File: src/rtl/id_ex_stage_pkg.sv
// Shared definitions for the ID/EX pipeline register: default widths,
// FSM state encoding, ALU operation codes and the packed control bundle.
package id_ex_stage_pkg;

  localparam int DATA_WIDTH_DEF     = 32;
  localparam int REG_ADDR_WIDTH_DEF = 5;

  typedef enum logic {
    RUN    = 1'b0,
    BUBBLE = 1'b1
  } state_t;

  localparam logic [3:0] ALU_AND = 4'h0;
  localparam logic [3:0] ALU_OR  = 4'h1;
  localparam logic [3:0] ALU_ADD = 4'h2;
  localparam logic [3:0] ALU_SUB = 4'h6;
  localparam logic [3:0] ALU_SLT = 4'h7;
  localparam logic [3:0] ALU_NOR = 4'hC;

  typedef struct packed {
    logic       reg_write;
    logic       mem_read;
    logic       mem_write;
    logic       mem_to_reg;
    logic       alu_src;
    logic       reg_dst;
    logic       branch;
    logic [3:0] alu_op;
  } ctrl_t;

endpackage

File: src/rtl/id_ex_stage_hazard_detect.sv
// Load-use hazard comparator: a load in EX whose destination feeds either
// source of the instruction in ID. Register 0 never creates a dependency.
module hazard_detect #(
  parameter int REG_ADDR_WIDTH = 5
) (
  input  logic                      ex_mem_read,
  input  logic [REG_ADDR_WIDTH-1:0] ex_rt,
  input  logic [REG_ADDR_WIDTH-1:0] rs,
  input  logic [REG_ADDR_WIDTH-1:0] rt,
  output logic                      hazard
);

  assign hazard = ex_mem_read && (ex_rt != '0) && ((ex_rt == rs) || (ex_rt == rt));

endmodule

File: src/rtl/id_ex_stage.sv
// ID/EX pipeline register with load-use stall FSM, flush-driven bubbles and
// a saturating stall counter. One cycle from ID inputs to EX outputs.
module id_ex_stage
  import id_ex_stage_pkg::*;
#(
  parameter int          DATA_WIDTH       = DATA_WIDTH_DEF,
  parameter int          REG_ADDR_WIDTH   = REG_ADDR_WIDTH_DEF,
  parameter logic [15:0] STALL_COUNT_INIT = 16'h0000
) (
  input  logic                      Clk,
  input  logic                      Rst,
  input  logic [DATA_WIDTH-1:0]     ReadData1,
  input  logic [DATA_WIDTH-1:0]     ReadData2,
  input  logic [DATA_WIDTH-1:0]     PCPlus4,
  input  logic [DATA_WIDTH-1:0]     SignExtImm,
  input  logic [REG_ADDR_WIDTH-1:0] Rs,
  input  logic [REG_ADDR_WIDTH-1:0] Rt,
  input  logic [REG_ADDR_WIDTH-1:0] Rd,
  input  logic                      RegWrite,
  input  logic                      MemRead,
  input  logic                      MemWrite,
  input  logic                      MemToReg,
  input  logic                      ALUSrc,
  input  logic                      RegDst,
  input  logic                      Branch,
  input  logic [3:0]                ALUOp,
  input  logic                      Flush,
  output logic                      PCWrite,
  output logic                      IFIDWrite,
  output logic [DATA_WIDTH-1:0]     EX_ReadData1,
  output logic [DATA_WIDTH-1:0]     EX_ReadData2,
  output logic [DATA_WIDTH-1:0]     EX_PCPlus4,
  output logic [DATA_WIDTH-1:0]     EX_SignExtImm,
  output logic [REG_ADDR_WIDTH-1:0] EX_Rs,
  output logic [REG_ADDR_WIDTH-1:0] EX_Rt,
  output logic [REG_ADDR_WIDTH-1:0] EX_Rd,
  output logic                      EX_RegWrite,
  output logic                      EX_MemRead,
  output logic                      EX_MemWrite,
  output logic                      EX_MemToReg,
  output logic                      EX_ALUSrc,
  output logic                      EX_RegDst,
  output logic                      EX_Branch,
  output logic [3:0]                EX_ALUOp,
  output logic [15:0]               StallCount
);

  state_t state;
  ctrl_t  ctrl_in;
  ctrl_t  ex_ctrl;
  logic   hazard_raw;
  logic   hazard;
  logic   bubble;
  logic   stall;

  assign ctrl_in.reg_write  = RegWrite;
  assign ctrl_in.mem_read   = MemRead;
  assign ctrl_in.mem_write  = MemWrite;
  assign ctrl_in.mem_to_reg = MemToReg;
  assign ctrl_in.alu_src    = ALUSrc;
  assign ctrl_in.reg_dst    = RegDst;
  assign ctrl_in.branch     = Branch;
  assign ctrl_in.alu_op     = ALUOp;

  hazard_detect #(
    .REG_ADDR_WIDTH(REG_ADDR_WIDTH)
  ) u_hazard_detect (
    .ex_mem_read(ex_ctrl.mem_read),
    .ex_rt      (EX_Rt),
    .rs         (Rs),
    .rt         (Rt),
    .hazard     (hazard_raw)
  );

  // In BUBBLE the EX slot already holds the inserted NOP, so no second stall.
  assign hazard    = hazard_raw && (state == RUN);
  assign stall     = hazard && !Flush;
  assign bubble    = hazard || Flush;
  assign PCWrite   = Rst || !stall;
  assign IFIDWrite = Rst || !stall;

  always_ff @(posedge Clk or posedge Rst) begin
    if (Rst) begin
      state         <= RUN;
      ex_ctrl       <= '0;
      EX_ReadData1  <= '0;
      EX_ReadData2  <= '0;
      EX_PCPlus4    <= '0;
      EX_SignExtImm <= '0;
      EX_Rs         <= '0;
      EX_Rt         <= '0;
      EX_Rd         <= '0;
      StallCount    <= STALL_COUNT_INIT;
    end else begin
      state <= stall ? BUBBLE : RUN;
      if (bubble) begin
        ex_ctrl       <= '0;
        EX_ReadData1  <= '0;
        EX_ReadData2  <= '0;
        EX_PCPlus4    <= '0;
        EX_SignExtImm <= '0;
        EX_Rs         <= '0;
        EX_Rt         <= '0;
        EX_Rd         <= '0;
      end else begin
        ex_ctrl       <= ctrl_in;
        EX_ReadData1  <= ReadData1;
        EX_ReadData2  <= ReadData2;
        EX_PCPlus4    <= PCPlus4;
        EX_SignExtImm <= SignExtImm;
        EX_Rs         <= Rs;
        EX_Rt         <= Rt;
        EX_Rd         <= Rd;
      end
      if (stall && (StallCount != 16'hFFFF)) begin
        StallCount <= StallCount + 16'd1;
      end
    end
  end

  assign EX_RegWrite = ex_ctrl.reg_write;
  assign EX_MemRead  = ex_ctrl.mem_read;
  assign EX_MemWrite = ex_ctrl.mem_write;
  assign EX_MemToReg = ex_ctrl.mem_to_reg;
  assign EX_ALUSrc   = ex_ctrl.alu_src;
  assign EX_RegDst   = ex_ctrl.reg_dst;
  assign EX_Branch   = ex_ctrl.branch;
  assign EX_ALUOp    = ex_ctrl.alu_op;

endmodule

File: config.mk
export PLATFORM = sky130hd
export DESIGN_NAME = id_ex_stage
export DESIGN_NICKNAME = d
export VERILOG_FILES = /design/src/rtl/id_ex_stage_pkg.sv /design/src/rtl/id_ex_stage_hazard_detect.sv /design/src/rtl/id_ex_stage.sv
export SDC_FILE = /design/constraint.sdc
export NUM_CORES = 1
export LEC_CHECK = 0
export ABC_AREA = 0
export CAP_MARGIN = 40
export CORE_MARGIN = 5
export CORE_UTILIZATION = 41
export DETAILED_ROUTE_END_ITERATION = 12
export GPL_TIMING_DRIVEN = 0
export PLACE_DENSITY = 0.92
export RECOVER_POWER = 50
export SYNTH_ARGS = -nofsm -noshare
export SYNTH_HDL_FRONTEND = slang
export SYNTH_SLANG_ARGS = --single-unit
export TNS_END_PERCENT = 10
File: constraint.sdc
create_clock -name Clk -period 29.5 [get_ports Clk]
set_clock_uncertainty 0.05 [all_clocks]
set_input_delay 8.85 -clock Clk [delete_from_list [all_inputs] [get_ports Clk]]
set_output_delay 8.85 -clock Clk [all_outputs]
set_load 0.02 [all_outputs]
* After elaboration in Yosys (flattened, before gate mapping)
Cells that the tools add are included.
Widths: inputs -> output; s select.
** Operators by class
- Add/sub/neg operators :: 1
- Equal/unequal tests :: 3
- Multipliers :: 0
- $lt $le $gt $ge :: 0
- Muxes and demuxes :: 9
- Shift operators :: 0
- Bitwise gates (word level) :: 1
- Divide/modulo/power cells :: 0
- Reductions and logical operators :: 11
** Operators by type and width (number)
- $mux 32 :: 4
- $add 16x1->16 const B :: 1
- $ne 16x16->1 const B :: 1
- $mux 5 :: 3
- $mux 11 :: 1
- $eq 5x5->1 :: 2
- $logic_and 1x1->1 :: 5
- $reduce_bool 5->1 :: 1
- $logic_or 1x1->1 :: 3
- $logic_not 1->1 :: 2
- $mux 1 :: 1
- $not 1->1 :: 1
** Word-level totals
- Bits in registers :: 171
- Memories kept :: 0
- Bits in writable memories :: 0
- Bits in latches :: 0
- ROM bits :: 0

* Logic depth before layout (Yosys ltp)
- Word-level depth :: 7
- Depth in mapped cells :: 7
- Depth with buffers taken out :: 6

* By module
A second synthesis with hierarchy kept.
** Second synthesis, totals
- Cells, all modules :: 420
- Area total of the unflattened synthesis :: 5830.6 um^2
** Modules (own cells, without submodules)
- id_ex_stage :: cells an instance 403, area an instance 5705.5 um^2, times used 1
- hazard_detect :: cells an instance 17, area an instance 125.1 um^2, times used 1

* Worst setup path after synthesis
OpenSTA, ideal clock, no wires.
- Path kind :: in2out
- Start :: input Rst
- End :: output PCWrite
- Stages :: 3
- Setup slack :: 6831 ps
- Required time :: 20600 ps
- Arrival time :: 13769 ps
- Cell sequence :: inv_1 > nand2_1 > buf_4
** Between the ends
- Cells in the longest elaborated chain, start to end :: 1
** RTL lines
- start: declaration :: RTL line id_ex_stage.sv:11 : input logic Rst,
- $logic_or 1x1->1
- end: declaration :: RTL line id_ex_stage.sv:28 : output logic PCWrite,
Every way passes these cells.

* Worst setup path after layout
- Start :: input Rst
- End :: output PCWrite
** Between the ends
- Cells in the longest elaborated chain, start to end :: 1
** RTL lines
- $logic_or 1x1->1 :: RTL line id_ex_stage.sv:79 : assign PCWrite = Rst || !stall;
Every way passes these cells.

==> key figures <==
Power
  – PnR Total Power: 0.5583 mW
  – Internal power: 0.4257 mW
  – IR drop worst, VDD: 0.03766 mV
  – Net load switching power: 0.1327 mW
  – Proportion of power drawn by combinational gates: 0.148
  – PD cells: 55.77 mW/mm^2
  – Total leakage power: 4.560 nW
  – Net switching share of the total power: 0.2376
  – Share of total power in sequential cells: 0.451
  – Clock group share of total power: 0.401

Finish
  – Utilization after layout: 0.7157
  – Proportion of layout cells with a drive suffix above 1: 0.05250
  – Summed area of non-filler cells in the final layout: 0.01001 sq mm
  – Number of nets in the final layout: 927
  – Synth-to-layout area growth: 69.43%
  – Inserted Diodes: 0

Placement
  – Placement-stage cell area: 0.009453 sq mm
  – Weighted congestion at the end of routability-driven global placement: 0.7987
  – Half-perimeter wire length after placement: 14130 um
  – Number of buffers added on ports: 328

Worst hold path
  – Cell depth of the worst min-delay path: 1
  – Min-delay worst type: flip-flop to flip-flop

STA
  – Worst Tran Pin Value: 4.978 ns
  – Setup repair after global routing missed its margin: false
  – Minimum clock period after layout: 22.29 ns
  – Crit share post-route: 0.7556
  – Final setup viols: 0
  – Accumulated negative setup slack: 0 ns
  – Final hold slack: 0.4617 ns
  – Final Hold Violating Endpoints: 0
  – Max-slew headroom: -2.319
  – Slew Viols, Final: 175
  – Fmax: 44.86 MHz

Synthesis
  – Seq/Total Area, Yosys: 0.7241
  – Primary FF master, synth: sky130_fd_sc_hd__dfrtp_1
  – Share of synthesized registers carrying an async set or reset: 1.000
  – Yosys Warn Count: 0
  – Mean instance size in the synthesized netlist: 14.04 sq um
  – Post-synth design cell area: 0.005909 sq mm
  – Number of different library cells in the post-synthesis netlist: 26
  – Number of nets in the synthesized netlist: 579
  – Mapped Cells: 421
  – Flip-flop and latch count after synthesis: 171
  – Number of flops mapped to enable cells by yosys: 0

Run status
  – Violated checks: capacitance limit, slew limit
  – Outcome: complete, but fails checks

Clock network
  – Number of buffers on the longest clock path: 2
  – Hold buffer count at CTS: 0
  – CTS buffer count: 17
  – Clock tree root buffer cell: sky130_fd_sc_hd__clkbuf_16
  – TritonCTS clock tree: built
  – Number of sinks driven by the clock tree: 171
  – H-Tree Level Count: 4
  – Clock transition at the registers of the reported paths: 0.06 ns
  – Post-cts repair resize count: 0
  – Clk Latency, worst-skew pair: 0.41 ns
  – Post-CTS Repair Setup Buffers: 0

Floorplanning
  – Die outline width: 130.1 um
  – FP Rows: 43
  – Core area: 0.01399 sq mm
  – Initial Util: 0.4225
  – Die area: 0.01691 sq mm
  – IO Pins: 329
  – Die Y-Extent: 130.1 um

Detailed routing
  – Vias per Instance: 4.576
  – Post-detailed-routing wire length: 18100 um
  – Via total after detailed routing: 4398
  – Wire per inst: 18.83 um
  – DRC Markers: 0
  – Starting DRC count in detailed routing: 224
  – First-pass iteration count of the detailed router: 4
  – Number of nets with antenna violations after routing: 0

Global routing
  – Grt ovf: 0
  – Number of global-route vias before repair: 4859
  – Antenna violations before repair: 0
  – All-Layer GR Usage: 0.2170
  – Global-route wire length before repair: 27340 um
  – Maximum number of pins on one net before global-route repair: 97

Worst setup path
  – Data arrival time of the worst path: 13.39 ns
  – Critical path data required time: 20.60 ns
  – Critical-path cell list: dlygate4sd3_1 -> clkinvlp_2 -> nand2_1 -> buf_4 -> clkdlybuf4s50_1
  – Largest fanout on the critical path: 77
  – Critical-path top delay cell: sky130_fd_sc_hd__clkinvlp_2
  – Sort of element at the start of the critical path: input port
  – CP peak stage delay: 2.41 ns
  – Count of cells along the worst register-to-register path: 7
  – Crit Path Category: input port to output pin
  – CP endpoint kind: output pin

Job
  – Number of max-capacitance violations reported: 2
-- logic make-up (layout without fill, tap and decap cells) --
kind of cell    Yosys count  count (layout)  share of synthesized area
compound gates            5               5                   0.008894
xor+xnor                 25              25                    0.03705
fa+ha+maj                 1               1                   0.002117
buf+inv                  22             382                    0.02371
flops                   171             171                     0.7241
mux                       1               1                   0.001905
simple gates            196             196                     0.2022
-- routing by layer --
| layer | routed length (um) | global-route usage | up-vias |
|---|---|---|---|
| li1 | - | - | 2008 |
| met1 | 6193 | 0.2270 | 2160 |
| met2 | 9952 | 0.4025 | 201 |
| met3 | 1538 | 0.07327 | 29 |
| met4 | 415 | 0.07824 | 0 |
| met5 | 0 | 0 | - |
-- cell type report --
class	instances	area, sq um
Clock buffer	23	488.0
Tap cell	180	225.2
Sequential cell	171	4279
Timing Repair Buffer	329	3287
Fill cell	932	3976
Inverter	3	12.51
Buffer	19	128.9
Multi-Input combinational cell	228	1484
Clock inverter	8	107.6
-- power by group through the flow --
stage	clock [mW]	sequential (mW)	combinational [mW]
final	0.224	0.252	0.0827
after global routing	0.237	0.253	0.0885
after CTS	0.227	0.252	0.0872
after detailed placement	0	0.256	0.0865
after global placement	0	0.255	0.0839
after floorplan	0	0.271	0.0175
-- cell usage in the layout (no fill, tap or decap), drive strengths merged --
cell | netlist | final
dlygate4sd3 | 0 | 85
a41oi | 1 | 1
nor2 | 3 | 3
dfrtp | 171 | 171
o22ai | 1 | 1
o21a | 1 | 1
clkinvlp | 0 | 2
or4 | 1 | 1
nor2b | 2 | 2
clkdlybuf4s50 | 0 | 243
nor3b | 1 | 1
ha | 1 | 1
and4 | 3 | 3
bufinv | 0 | 2
mux2 | 1 | 1
buf | 9 | 9
clkbuf | 10 | 34
and2 | 154 | 154
xnor2 | 23 | 23
clkinv | 0 | 3
nand2 | 7 | 7
nor4b | 1 | 1
o211ai | 1 | 1
nand3 | 15 | 15
inv | 3 | 4
nand4 | 3 | 3
xor2 | 2 | 2
a21oi | 1 | 1
and3 | 6 | 6
-- final timing paths --
check	start	slack, ns	endpoint
min in group asynchronous	Rst	9.79	EX_ReadData2[16]
worst max register to register	EX_Rt[1]	27.17	EX_PCPlus4[12]
max in group asynchronous	Rst	13.83	StallCount[5]
worst max-delay path	Rst	7.21	PCWrite
worst min register to register	StallCount[14]	0.46	StallCount[14]
worst min-delay path	StallCount[14]	0.46	StallCount[14]
-- registers in the layout, summed over array words and instances, names as in the netlist --
signal,cells
EX_SignExtImm,32
EX_ReadData2,32
EX_Rt,5
EX_ReadData1,32
EX_PCPlus4,32
EX_MemRead,1
EX_Rd,5
state,1
EX_RegDst,1
StallCount,16
EX_Branch,1
EX_Rs,5
EX_MemWrite,1
EX_RegWrite,1
EX_ALUOp,4
EX_MemToReg,1
EX_ALUSrc,1
-- cell usage after synthesis (all sizes together), types with 2 or more instances --
cell / n / area (sq um)
inv: 3 / 11.26
xnor2: 23 / 201.4
and4: 3 / 26.28
dfrtp: 171 / 4279
nand4: 3 / 18.77
buf: 9 / 91.34
nor2: 3 / 11.26
and3: 6 / 37.54
nor2b: 2 / 12.51
xor2: 2 / 17.52
and2: 154 / 963.4
nand3: 15 / 75.07
clkbuf: 10 / 37.54
nand2: 7 / 26.28
-- through the flow --
step,std cells,worst slack (ns)
finish,961,7.209
global route,961,6.382
CTS,961,9.513
detailed placement,930,9.559
global placement,929,5.528
floorplan,421,6.831
-- critical path: cells and delay by family --
family	cells	cell delay (ns)
buffers and inverters	4	3.74
AND/OR/NAND/NOR	1	0.72
Note: power is estimated with default switching activity, not from simulation.
